[src/rtl/button_mode_select.sv]
// Up/down push-button mode selector: per-button synchroniser, debouncer and
// hold/auto-repeat FSM stepping a bounded mode index with wrap or saturate.
module button_mode_select #(
   parameter int NUM_MODES       = 4,
   parameter int RESET_SEL       = 0,
   parameter int WRAP            = 1,
   parameter int DEBOUNCE_CYCLES = 1000000,
   parameter int HOLD_CYCLES     = 50000000,
   parameter int REPEAT_CYCLES   = 10000000,
   localparam int SEL_W          = (NUM_MODES > 1) ? $clog2(NUM_MODES) : 1
) (
   input  logic             clk,
   input  logic             rst,
   input  logic             btn_up,
   input  logic             btn_down,
   output logic [SEL_W-1:0] sel,
   output logic             sel_changed,
   output logic             btn_up_db,
   output logic             btn_down_db
);

   localparam int DB_W      = $clog2(DEBOUNCE_CYCLES + 1);
   localparam int HR_MAX    = (HOLD_CYCLES > REPEAT_CYCLES) ? HOLD_CYCLES : REPEAT_CYCLES;
   localparam int HR_W      = (HR_MAX > 1) ? $clog2(HR_MAX) : 1;
   localparam int HOLD_LAST = (HOLD_CYCLES > 0) ? HOLD_CYCLES - 1 : 0;
   localparam int REP_LAST  = (REPEAT_CYCLES > 0) ? REPEAT_CYCLES - 1 : 0;
   localparam logic [SEL_W-1:0] SEL_LAST = SEL_W'(NUM_MODES - 1);

   typedef enum logic [1:0] {IDLE, HELD, REPEAT} state_t;

   logic [1:0] raw;
   logic [1:0] db;
   logic [1:0] step;

   assign raw = {btn_down, btn_up};

   genvar i;
   generate
      for (i = 0; i < 2; i++) begin : g_btn
         logic            sync_a;
         logic            sync_b;
         logic            db_q;
         logic [DB_W-1:0] db_cnt;
         state_t          state;
         logic [HR_W-1:0] hr_cnt;
         logic            step_req;

         // Two-flop synchroniser followed by the stable-level debouncer
         always_ff @(posedge clk or posedge rst) begin
            if (rst) begin
               sync_a <= 1'b0;
               sync_b <= 1'b0;
               db_q   <= 1'b0;
               db_cnt <= {DB_W{1'b0}};
            end else begin
               sync_a <= raw[i];
               sync_b <= sync_a;
               if (sync_b == db_q) begin
                  db_cnt <= {DB_W{1'b0}};
               end else if (db_cnt == DB_W'(DEBOUNCE_CYCLES)) begin
                  db_q   <= sync_b;
                  db_cnt <= {DB_W{1'b0}};
               end else begin
                  db_cnt <= db_cnt + DB_W'(1);
               end
            end
         end

         // Press / hold / auto-repeat state machine
         always_ff @(posedge clk or posedge rst) begin
            if (rst) begin
               state  <= IDLE;
               hr_cnt <= {HR_W{1'b0}};
            end else begin
               case (state)
                  IDLE: begin
                     hr_cnt <= {HR_W{1'b0}};
                     if (db_q) state <= HELD;
                  end
                  HELD: begin
                     if (!db_q) begin
                        state  <= IDLE;
                        hr_cnt <= {HR_W{1'b0}};
                     end else if ((hr_cnt == HR_W'(HOLD_LAST)) && (REPEAT_CYCLES != 0)) begin
                        state  <= REPEAT;
                        hr_cnt <= {HR_W{1'b0}};
                     end else if (hr_cnt != HR_W'(HOLD_LAST)) begin
                        hr_cnt <= hr_cnt + HR_W'(1);
                     end
                  end
                  REPEAT: begin
                     if (!db_q) begin
                        state  <= IDLE;
                        hr_cnt <= {HR_W{1'b0}};
                     end else if (hr_cnt == HR_W'(REP_LAST)) begin
                        hr_cnt <= {HR_W{1'b0}};
                     end else begin
                        hr_cnt <= hr_cnt + HR_W'(1);
                     end
                  end
                  default: begin
                     state  <= IDLE;
                     hr_cnt <= {HR_W{1'b0}};
                  end
               endcase
            end
         end

         // IDLE with db high can only mean the level has just risen
         always_comb begin
            step_req = 1'b0;
            case (state)
               IDLE:    step_req = db_q;
               HELD:    step_req = db_q && (hr_cnt == HR_W'(HOLD_LAST)) && (REPEAT_CYCLES != 0);
               REPEAT:  step_req = db_q && (hr_cnt == HR_W'(REP_LAST));
               default: step_req = 1'b0;
            endcase
         end

         assign db[i]   = db_q;
         assign step[i] = step_req;
      end
   endgenerate

   assign btn_up_db   = db[0];
   assign btn_down_db = db[1];

   logic [SEL_W-1:0] sel_next;

   // Next index; coincident up and down requests cancel
   always_comb begin
      sel_next = sel;
      case (step)
         2'b01: begin
            if (sel != SEL_LAST) begin
               sel_next = sel + SEL_W'(1);
            end else if (WRAP != 0) begin
               sel_next = {SEL_W{1'b0}};
            end else begin
               sel_next = sel;
            end
         end
         2'b10: begin
            if (sel != {SEL_W{1'b0}}) begin
               sel_next = sel - SEL_W'(1);
            end else if (WRAP != 0) begin
               sel_next = SEL_LAST;
            end else begin
               sel_next = sel;
            end
         end
         default: sel_next = sel;
      endcase
   end

   // Index register and change strobe
   always_ff @(posedge clk or posedge rst) begin
      if (rst) begin
         sel         <= SEL_W'(RESET_SEL);
         sel_changed <= 1'b0;
      end else begin
         sel         <= sel_next;
         sel_changed <= (sel_next != sel);
      end
   end

endmodule

[config.mk]
export PLATFORM = sky130hd
export DESIGN_NAME = button_mode_select
export DESIGN_NICKNAME = d
export VERILOG_FILES = /design/src/rtl/button_mode_select.sv
export SDC_FILE = /design/constraint.sdc
export NUM_CORES = 1
export LEC_CHECK = 0
export CORE_ASPECT_RATIO = 1.5
export CORE_MARGIN = 5
export CORE_UTILIZATION = 56
export CTS_BUF_LIST = sky130_fd_sc_hd__clkbuf_8 sky130_fd_sc_hd__clkbuf_16
export CTS_CLUSTER_DIAMETER = 60
export CTS_CLUSTER_SIZE = 30
export DETAILED_ROUTE_END_ITERATION = 7
export GPL_TIMING_DRIVEN = 0
export PLACE_DENSITY_LB_ADDON = 0.12
export SETUP_SLACK_MARGIN = 0.15
export SLEW_MARGIN = 20
export SYNTH_ARGS = -nofsm -noshare
export SYNTH_HDL_FRONTEND = slang
export SYNTH_SLANG_ARGS = --single-unit
[constraint.sdc]
create_clock -name clk -period 3.3 [get_ports clk]
set_clock_uncertainty 0.15 [all_clocks]
set_input_delay 0.33 -clock clk [delete_from_list [all_inputs] [get_ports clk]]
set_output_delay 0.33 -clock clk [all_outputs]
set_load 0.02 [all_outputs]
==> metrics.txt, run 1 <==
n_diodes=0; Die Ht=131 um; Via Count=4036; Routed Antenna Nets=0; VDD IR max=272 uV; clock sinks=105; Worst Path Required=3.37 ns; Post-DP HPWL=7190 um; Mapped Area=5440 um^2; Num CTS Buffers=9; share of cells above drive strength 1=0.0808; # rows=44; worst flop-to-flop path endpoint=sel[0]$_DFF_PP0_; Worst Hold Class=in -> async; f_max=0.326 GHz; DIE WIDTH=90.5 um; hold_ws=0.175 ns; number of global-route vias before repair=4220; Final Worst Setup Slack=0.233 ns; final instance area=6150 um^2; Layout area overhead=13.0%; minimum clock period=3.07 ns; Startpoint Class=register; Buffers on Ports=8; Clock Latency Late Sink=0.34 ns; Filler cells=795; Worst Path Max Fanout=4; GPL Wtd Cong=0.836; pre-CTS WS=-0.103 ns; global-route wire length before repair=19000 um; post-place instance area=5730 um^2; DRT iter0 DRCs=235; mean post-synth cell area=9.70 um^2; total wire length=10400 um; Netlist cell types=43; GRT Total Usage=0.192; pwr dens=402 nW/um^2; Async S/R FF share, synth=1.00; worst rel slew slack=0.280; Post-route DRC=0; Seq/Total Area, Yosys=0.483; Mapped Cells=561; commonest non-fill, non-tap cells in the layout=nor2_1 (112), dfrtp_1 (103), xor2_1 (58); Top FF cell, synth=dfrtp_1; final count of pins violating max slew=0; Max-cap violations=0; CTS Buffer Depth=2; setup TNS=0 ns; static leakage=2.53 nW; Post-Syn Nets=583; largest net degree at the start of global routing=35; CP Capture Type=register; synthesized flop and latch total=105; Starting Density=0.568; YS warnings=0; DIE AREA=11800 um^2; grt total ovfl=0; DRT Pass-1 Iters=4; # IOs=9; r2r worst-path depth=9; outcome=completed; unrepaired setup endpoints after global routing=true; Worst R2R Start=g_btn[1].hr_cnt[24]$_DFFE_PP0P_; CTS Root Cell=clkbuf_16; final setup violation count=0; CTS tree=done; initial antenna violation count=0; final hold vios=0; reg2reg setup slack=0.23 ns; critical path type=reg -> reg; commonest non-fill, non-tap cell in the layout=nor2_1; nets=611; vias per inst=5.69; Post-synth EDFFs=0; wire per inst=14.7 um; Worst Path Arrival=3.14 ns; worst slew pin tran=1.07 ns; Worst-path clk slew=0.07 ns; Placeable Area=9580 um^2; H-tree levels=3; fin crit share=0.929
## worst max-delay path: stages, from the launching register on
cell and delay [ns]:
dfrtp_1 0.40, or4_1 0.52, or4_4 0.57, nor2_4 0.12, a31oi_4 0.10, or3b_4 0.37
ha_2 0.18, nor2b_1 0.14, nor3b_1 0.14, a221o_1 0.26
## cells by family after synthesis
group,synth area share
fa+ha+maj,0.0414
mux,0.00966
simple gates,0.269
compound gates,0.0283
buf+inv,0.0294
flops,0.483
xor+xnor,0.140
## where the power goes
part           total (W)  switching, W  internal (W)  leakage (nW)
combinational  0.0000623     0.0000423     0.0000200         0.930
sequential       0.00130    0.00000846       0.00129          1.45
clock            0.00111      0.000474      0.000634         0.148
total            0.00247      0.000525       0.00195          2.53
## through the flow
stage          cells   util  total power, W
3_3_place_gp     684  0.592         0.00138
2_1_floorplan    561      -         0.00137
4_1_cts          705  0.636         0.00251
5_1_grt          709  0.642         0.00257
3_5_place_dp     687  0.598         0.00139
6_report         709  0.642         0.00247
## cell usage after synthesis (2+ instances only)
cell type / n / area (um^2)
a21o_1: 3 / 22.5
and4_1: 9 / 78.8
o2111ai_1: 2 / 17.5
nor4b_1: 7 / 61.3
nor3_1: 9 / 45.0
nand4b_1: 2 / 17.5
mux2i_1: 3 / 30.0
nand2_1: 39 / 146
buf_2: 2 / 10.0
nor3b_1: 4 / 30.0
mux2_2: 2 / 22.5
nand3_1: 40 / 200
o31ai_1: 3 / 22.5
o21ai_0: 4 / 20.0
nor2_1: 113 / 424
clkbuf_1: 10 / 37.5
or4b_2: 3 / 30.0
buf_6: 3 / 33.8
and2_1: 4 / 25.0
nand4_1: 31 / 194
nor4_1: 5 / 31.3
a31oi_1: 2 / 12.5
and3_1: 14 / 87.6
dfrtp_1: 105 / 2630
xnor2_1: 29 / 254
inv_1: 21 / 78.8
ha_1: 18 / 225
xor2_1: 58 / 508
nor4bb_1: 2 / 20.0
## final cells by class
cell class / instances / area [um^2] / share of cell area
clock inverters: 5 / 62.6 / 0.0102
multi-input cells: 420 / 2710 / 0.441
plain buffers: 15 / 81.3 / 0.0132
repair buffers: 17 / 185 / 0.0301
flip-flops and latches: 105 / 2630 / 0.427
inverters: 21 / 82.6 / 0.0134
clock buffers: 11 / 253 / 0.0411
well taps: 115 / 144 / 0.0234
## per-layer routing
metal | GRT usage | vias to the layer above | share of wire
met4 | 0.0701 | 0 | 0.018
met3 | 0.0321 | 20 | 0.023
met1 | 0.237 | 2006 | 0.44
li1 | - | 1966 | -
met5 | 0 | - | 0
met2 | 0.338 | 44 | 0.52
## repair_timing
action / in CTS / in global routing
buffers inserted: 2 / 4
gates cloned: 0 / 0
endpoints found under the setup margin: 3 / 2
hold buffers: 0 / 0
gates resized for setup: 5 / 7
pin swaps: 1 / 3
## sequential cells by signal, indices dropped and copies added (netlist names)
signal	flops
sel_changed	1
g_btn.state	4
btn_up_db	1
g_btn.sync_b	2
g_btn.hr_cnt	52
sel	2
g_btn.sync_a	2
g_btn.db_cnt	40
btn_down_db	1
## worst max path at each step
stage,start,to,slack [ns],cells after the start
3_3_place_gp,g_btn[0].hr_cnt[13]$_DFFE_PP0P_,sel[0]$_DFF_PP0_,-0.02,7
3_5_place_dp,g_btn[0].hr_cnt[13]$_DFFE_PP0P_,sel[0]$_DFF_PP0_,-0.10,7
6_report,g_btn[1].hr_cnt[24]$_DFFE_PP0P_,sel[0]$_DFF_PP0_,0.23,9
5_1_grt,g_btn[1].hr_cnt[24]$_DFFE_PP0P_,sel[0]$_DFF_PP0_,0.13,9
2_1_floorplan,g_btn[0].hr_cnt[13]$_DFFE_PP0P_,sel[0]$_DFF_PP0_,0.17,7
4_1_cts,g_btn[1].hr_cnt[18]$_DFFE_PP0P_,sel[0]$_DFF_PP0_,0.22,9
Note: power is estimated with default switching activity, not from simulation.
==> run 2, diff against run 1 <==
--- a/config.mk
+++ b/config.mk
@@ -7,7 +7,7 @@
 export LEC_CHECK = 0
 export CORE_ASPECT_RATIO = 1.5
 export CORE_MARGIN = 5
-export CORE_UTILIZATION = 56
+export CORE_UTILIZATION = 62
 export CTS_BUF_LIST = sky130_fd_sc_hd__clkbuf_8 sky130_fd_sc_hd__clkbuf_16
 export CTS_CLUSTER_DIAMETER = 60
 export CTS_CLUSTER_SIZE = 30
==> constraint.sdc (replaced) <==
create_clock -name clk -period 3.1 [get_ports clk]
set_clock_uncertainty 0.15 [all_clocks]
set_input_delay 0.31 -clock clk [delete_from_list [all_inputs] [get_ports clk]]
set_output_delay 0.31 -clock clk [all_outputs]
set_load 0.02 [all_outputs]
==> metrics.txt, run 2 (synthesis results as in run 1) <==
post-place instance area=5750 um^2; Post-route DRC=0; VDD IR max=338 uV; Buffers on Ports=8; Comb power frac=0.027; DRT Pass-1 Iters=4; Crit path max-delay family=simple AND/OR/NAND/NOR gates; Reg area=2630 um^2; DRT iter0 DRCs=270; H-tree levels=3; critical path type=reg -> reg; CTS Buffer Depth=2; Routed Antenna Nets=0; Clock Latency Late Sink=0.34 ns; Num CTS Buffers=9; r2r worst-path depth=7; Flop pwr share=0.564; pwr dens=400 nW/um^2; GRT Total Usage=0.216; worst flop-to-flop path endpoint=sel[0]$_DFF_PP0_; Layout area overhead=13.1%; Worst Path Max Fanout=5; Filler cells=676; Startpoint Class=register; Worst Path Arrival=3.07 ns; Via Count=4096; slowest library cell on the worst path=or4b_4; commonest non-fill, non-tap cell in the layout=nor2_1; Power Total=0.00246 W; total wire length=10800 um; fin crit share=0.967; largest net degree at the start of global routing=32; Net Switching=0.000516 W; Net Sw Frac=0.209; global-route wire length before repair=19000 um; number of global-route vias before repair=4246; max reg flops=52; # IOs=9; CTS Root Cell=clkbuf_16; f_max=0.334 GHz; CTS tree=done; Most common cell on crit path=or4b_4; outcome=completed; share of cells above drive strength 1=0.0857; Top reg by flops=g_btn.hr_cnt; commonest non-fill, non-tap cells in the layout=nor2_1 (112), dfrtp_1 (105), xor2_1 (58); final setup violation count=0; vias per inst=5.81; Finished Core Util=0.706; Crit path largest cell delay=0.57 ns; Multi-input gate area=2760 um^2; Worst-path clk slew=0.06 ns; worst slew pin tran=1.12 ns; static leakage=2.55 nW; grt total ovfl=0; worst rel slew slack=0.248; setup TNS=0 ns; nets=615; DIE AREA=10800 um^2; CP Capture Type=register; Placeable Area=8720 um^2; Buf+Inv Stages, Crit Path=0; final instance area=6160 um^2; Worst Hold Class=in -> async; Worst R2R Start=g_btn[0].hr_cnt[17]$_DFFE_PP0P_; largest registers=g_btn.hr_cnt: 52 flops, g_btn.db_cnt: 40 flops, g_btn.state: 4 flops; Die Ht=125 um; reg2reg setup slack=0.10 ns; final count of pins violating max slew=0; n_diodes=0; initial antenna violation count=0; Worst Path Required=3.17 ns; Int Power=0.00195 W; Starting Density=0.624; # hold bufs at CTS=0; GPL Wtd Cong=0.817; final hold vios=0; critical-path cell list=or4b_4 > nor4_4 > a211oi_2 > or4b_4 > ha_4 > o21ai_0 > a221o_1; clock sinks=105; wire per inst=15.4 um; DIE WIDTH=86.5 um; Max-cap violations=0; # rows=42; Clock power frac=0.409; minimum clock period=3.00 ns; Post-DP HPWL=7300 um; unrepaired setup endpoints after global routing=true
==> run 2: how the worst max path moves through the flow <==
stage                                          from               end  slack (ns)  cells past startpoint
floorplan           g_btn[0].hr_cnt[17]$_DFFE_PP0P_  sel[0]$_DFF_PP0_        0.20                      7
global placement     g_btn[0].hr_cnt[0]$_DFFE_PP0P_  sel[0]$_DFF_PP0_       -0.01                     10
detailed placement   g_btn[0].hr_cnt[0]$_DFFE_PP0P_  sel[0]$_DFF_PP0_       -0.05                     10
CTS                  g_btn[1].hr_cnt[8]$_DFFE_PP0P_  sel[0]$_DFF_PP0_        0.07                      9
global route        g_btn[1].hr_cnt[18]$_DFFE_PP0P_  sel[0]$_DFF_PP0_        0.04                      9
finish              g_btn[0].hr_cnt[17]$_DFFE_PP0P_  sel[0]$_DFF_PP0_        0.10                      7
==> run 2: worst register-to-register path: stages (launching register included) <==
cell and delay (ns):
dfrtp_1 0.40, or4b_4 0.56, nor4_4 0.35, a211oi_2 0.15, or4b_4 0.57, ha_4 0.32
o21ai_0 0.08, a221o_1 0.31
==> run 2: through the flow <==
| step | setup slack [ns] | hold slack [ns] | instances |
|---|---|---|---|
| 6_report | 0.104 | 0.194 | 705 |
| 5_1_grt | 0.0406 | 0.228 | 705 |
| 4_1_cts | 0.0722 | 0.207 | 700 |
| 3_5_place_dp | -0.0539 | 0.195 | 682 |
| 3_3_place_gp | -0.0124 | 0.183 | 679 |
| 2_1_floorplan | 0.203 | 0.181 | 561 |
==> run 2: repair_timing <==
item / 4_1_cts / 5_1_grt
endpoints found under the setup margin: 3 / 3
gates cloned: 0 / 0
pin swaps: 2 / 3
buffers inserted: 5 / 5
resized for setup: 7 / 8
==> run 2: metal layers <==
layer  track usage  vias to the layer above  share of wire
met4         0.108                        0          0.030
met5             0                        -              0
met1         0.259                     2036           0.42
met3        0.0304                       31          0.022
met2         0.371                       55           0.53
li1              -                     1974              -
==> run 2: power by group through the flow <==
stage          clock, W  sequential [W]  combinational, W
5_1_grt         0.00107         0.00139         0.0000778
2_1_floorplan         0         0.00141         0.0000420
3_5_place_dp          0         0.00141         0.0000679
4_1_cts         0.00103         0.00139         0.0000684
6_report        0.00101         0.00139         0.0000661
3_3_place_gp          0         0.00141         0.0000577
==> run 2: cell type report <==
| type | count | share of cell area |
|---|---|---|
| buffer | 15 | 0.0132 |
| timing repair buffer | 21 | 0.0349 |
| clock buffer | 10 | 0.0388 |
| multi-input combinational | 420 | 0.449 |
| sequential | 105 | 0.427 |
| inverter | 21 | 0.0134 |
| tap | 110 | 0.0223 |
| clock inverter | 3 | 0.00203 |
==> run 3, diff against run 2 <==
--- a/config.mk
+++ b/config.mk
@@ -5,9 +5,10 @@
 export SDC_FILE = /design/constraint.sdc
 export NUM_CORES = 1
 export LEC_CHECK = 0
+export ABC_AREA = 1
 export CORE_ASPECT_RATIO = 1.5
 export CORE_MARGIN = 5
-export CORE_UTILIZATION = 62
+export CORE_UTILIZATION = 63
 export CTS_BUF_LIST = sky130_fd_sc_hd__clkbuf_8 sky130_fd_sc_hd__clkbuf_16
 export CTS_CLUSTER_DIAMETER = 60
 export CTS_CLUSTER_SIZE = 30
==> metrics.txt, run 3 <==
slowest library cell on the worst path=dfrtp_1; final instance area=6910 um^2; GPL Wtd Cong=0.900; Buf+Inv Stages, Crit Path=2; DRT Pass-1 Iters=5; Buffers on Ports=8; mean post-synth cell area=7.32 um^2; Layout area overhead=9.99%; global-route wire length before repair=23300 um; Max-cap violations=0; largest net degree at the start of global routing=36; Crit path largest cell delay=0.43 ns; r2r worst-path depth=15; fin crit share=0.859; commonest non-fill, non-tap cells in the layout=nand2_1 (192), nor2_1 (186), inv_1 (129); Worst Hold Class=in -> async; total wire length=12900 um; Num CTS Buffers=9; Async S/R FF share, synth=1.00; Placeable Area=9740 um^2; top-count cell post-synth=nand2_1; Post-Syn Nets=881; final setup violation count=0; f_max=0.375 GHz; initial antenna violation count=0; WP depth=15; GRT Total Usage=0.230; Filler cells=792; n_diodes=0; Top reg by flops=g_btn.hr_cnt; nets=905; Post-synth EDFFs=0; final hold vios=0; unrepaired setup endpoints after global routing=false; grt total ovfl=0; Power Total=0.00261 W; H-tree levels=3; Post-route DRC=0; Netlist cell types=35; pwr dens=377 nW/um^2; top-area cell type share of the netlist area=0.418; static leakage=3.10 nW; minimum clock period=2.66 ns; critical-path cell list=ha_4 > nand2_2 > nor2_1 > nand3_1 > inv_1 > nand3_2 > nand2_1 > nand3_1 > a21oi_1 > ha_1 > inv_1 > o211ai_1 > o21ai_0 > xor2_1 > o211ai_1; # rows=44; # hold bufs at CTS=0; Worst Path Required=3.16 ns; hold_ws=0.169 ns; YS warnings=0; max reg flops=52; commonest non-fill, non-tap cell in the layout=nand2_1; Clock Latency Late Sink=0.34 ns; clock sinks=105; Mapped Cells=859; outcome=completed; CTS Root Cell=clkbuf_16; Die Ht=132 um; # IOs=9; DIE AREA=12100 um^2; Multi-input gate area=3140 um^2; DIE WIDTH=91.6 um; largest cells by area after synthesis=dfrtp_1 (42%), nand2_1 (11%), nor2_1 (11%); number of global-route vias before repair=5475; Startpoint Class=register; post-place instance area=6580 um^2; Worst-path clk slew=0.07 ns; Finished Core Util=0.710; synthesized flop and latch total=105; worst rel slew slack=0.725; Via Count=5339; critical path type=reg -> reg; setup TNS=0 ns; Routed Antenna Nets=0; final count of pins violating max slew=0; Mapped Area=6290 um^2; commonest cells in the netlist=nand2_1 (192), nor2_1 (186), inv_1 (129), dfrtp_1 (105), nand3_1 (50); Seq/Total Area, Yosys=0.418; share of cells above drive strength 1=0.0608; Worst Path Arrival=2.72 ns; CP Capture Type=register; Starting Density=0.645; CTS Buffer Depth=2; Top FF cell, synth=dfrtp_1; DRT iter0 DRCs=214; largest area contributor in the netlist=dfrtp_1; Reg area=2630 um^2; Post-DP HPWL=10000 um; Worst Path Max Fanout=5; Crit path max-delay family=simple AND/OR/NAND/NOR gates; largest registers=g_btn.hr_cnt: 52 flops, g_btn.db_cnt: 40 flops, g_btn.state: 4 flops; VDD IR max=260 uV; wire per inst=12.8 um; vias per inst=5.32; CTS tree=done; worst slew pin tran=0.412 ns
==> run 3: path summary, 6_finish.rpt <==
| kind | from | endpoint | slack, ns |
|---|---|---|---|
| max reg2reg | g_btn[1].hr_cnt[1]$_DFFE_PP0P_ | sel_changed$_DFF_PP0_ | 0.44 |
| min reg2reg | g_btn[1].sync_a$_DFF_PP0_ | g_btn[1].sync_b$_DFF_PP0_ | 0.21 |
| min | rst | g_btn[0].sync_a$_DFF_PP0_ | 0.17 |
| max | g_btn[1].hr_cnt[1]$_DFFE_PP0P_ | sel_changed$_DFF_PP0_ | 0.44 |
| max in group asynchronous | rst | g_btn[1].hr_cnt[8]$_DFFE_PP0P_ | 1.95 |
| min in group clk | g_btn[1].sync_a$_DFF_PP0_ | g_btn[1].sync_b$_DFF_PP0_ | 0.21 |
==> run 3: per-layer routing <==
layer / GRT usage / part of all wire
met5: 0 / 0
met4: 0.101 / 0.028
met3: 0.0337 / 0.026
met2: 0.418 / 0.52
met1: 0.265 / 0.42
==> run 3: where the power goes <==
| group | leakage (nW) | switching [W] | internal [W] |
|---|---|---|---|
| Combinational | 1.49 | 0.0000477 | 0.0000224 |
| Clock | 0.157 | 0.000485 | 0.000668 |
| Sequential | 1.45 | 0.00000765 | 0.00138 |
==> run 3: cell families (layout without fill, tap and decap cells) <==
kind of cell               Yosys count  in the layout  synth area share
xor gates and xnor gates            47             47            0.0655
adders and majority gates           18             18            0.0358
and+or+nand+nor                    516            516             0.360
AOI/OAI and AO/OA                   39             39            0.0358
DFF                                105            105             0.418
buffers and inverters              134            163            0.0848
==> run 3: area by class of cell <==
cell class | count | area share
flip-flops and latches | 105 | 0.380
repair buffers | 13 | 0.0235
inverters | 130 | 0.0711
well taps | 115 | 0.0208
clock inverters | 5 | 0.00760
plain buffers | 4 | 0.00651
clock buffers | 11 | 0.0366
multi-input cells | 620 | 0.454
==> run 3: worst reg2reg max path, cell delays in order (launching register included) <==
cell and delay, ns:
dfrtp_1 0.43, ha_4 0.18, nand2_2 0.05, nor2_1 0.14, nand3_1 0.11, inv_1 0.11
nand3_2 0.12, nand2_1 0.10, nand3_1 0.09, a21oi_1 0.15, ha_1 0.25, inv_1 0.12
o211ai_1 0.10, o21ai_0 0.14, xor2_1 0.18, o211ai_1 0.11
==> run 3: per-stage QoR <==
step | cells | setup slack, ns
finish | 1003 | 0.436
global route | 1003 | 0.156
CTS | 1001 | 0.371
detailed placement | 985 | 0.436
global placement | 982 | 0.383
floorplan | 859 | 0.781
==> run 3: timing repair <==
action / 4_1_cts / 5_1_grt
setup buffers: 0 / 2
gates resized for setup: 0 / 2
setup endpoints to repair: 0 / 1
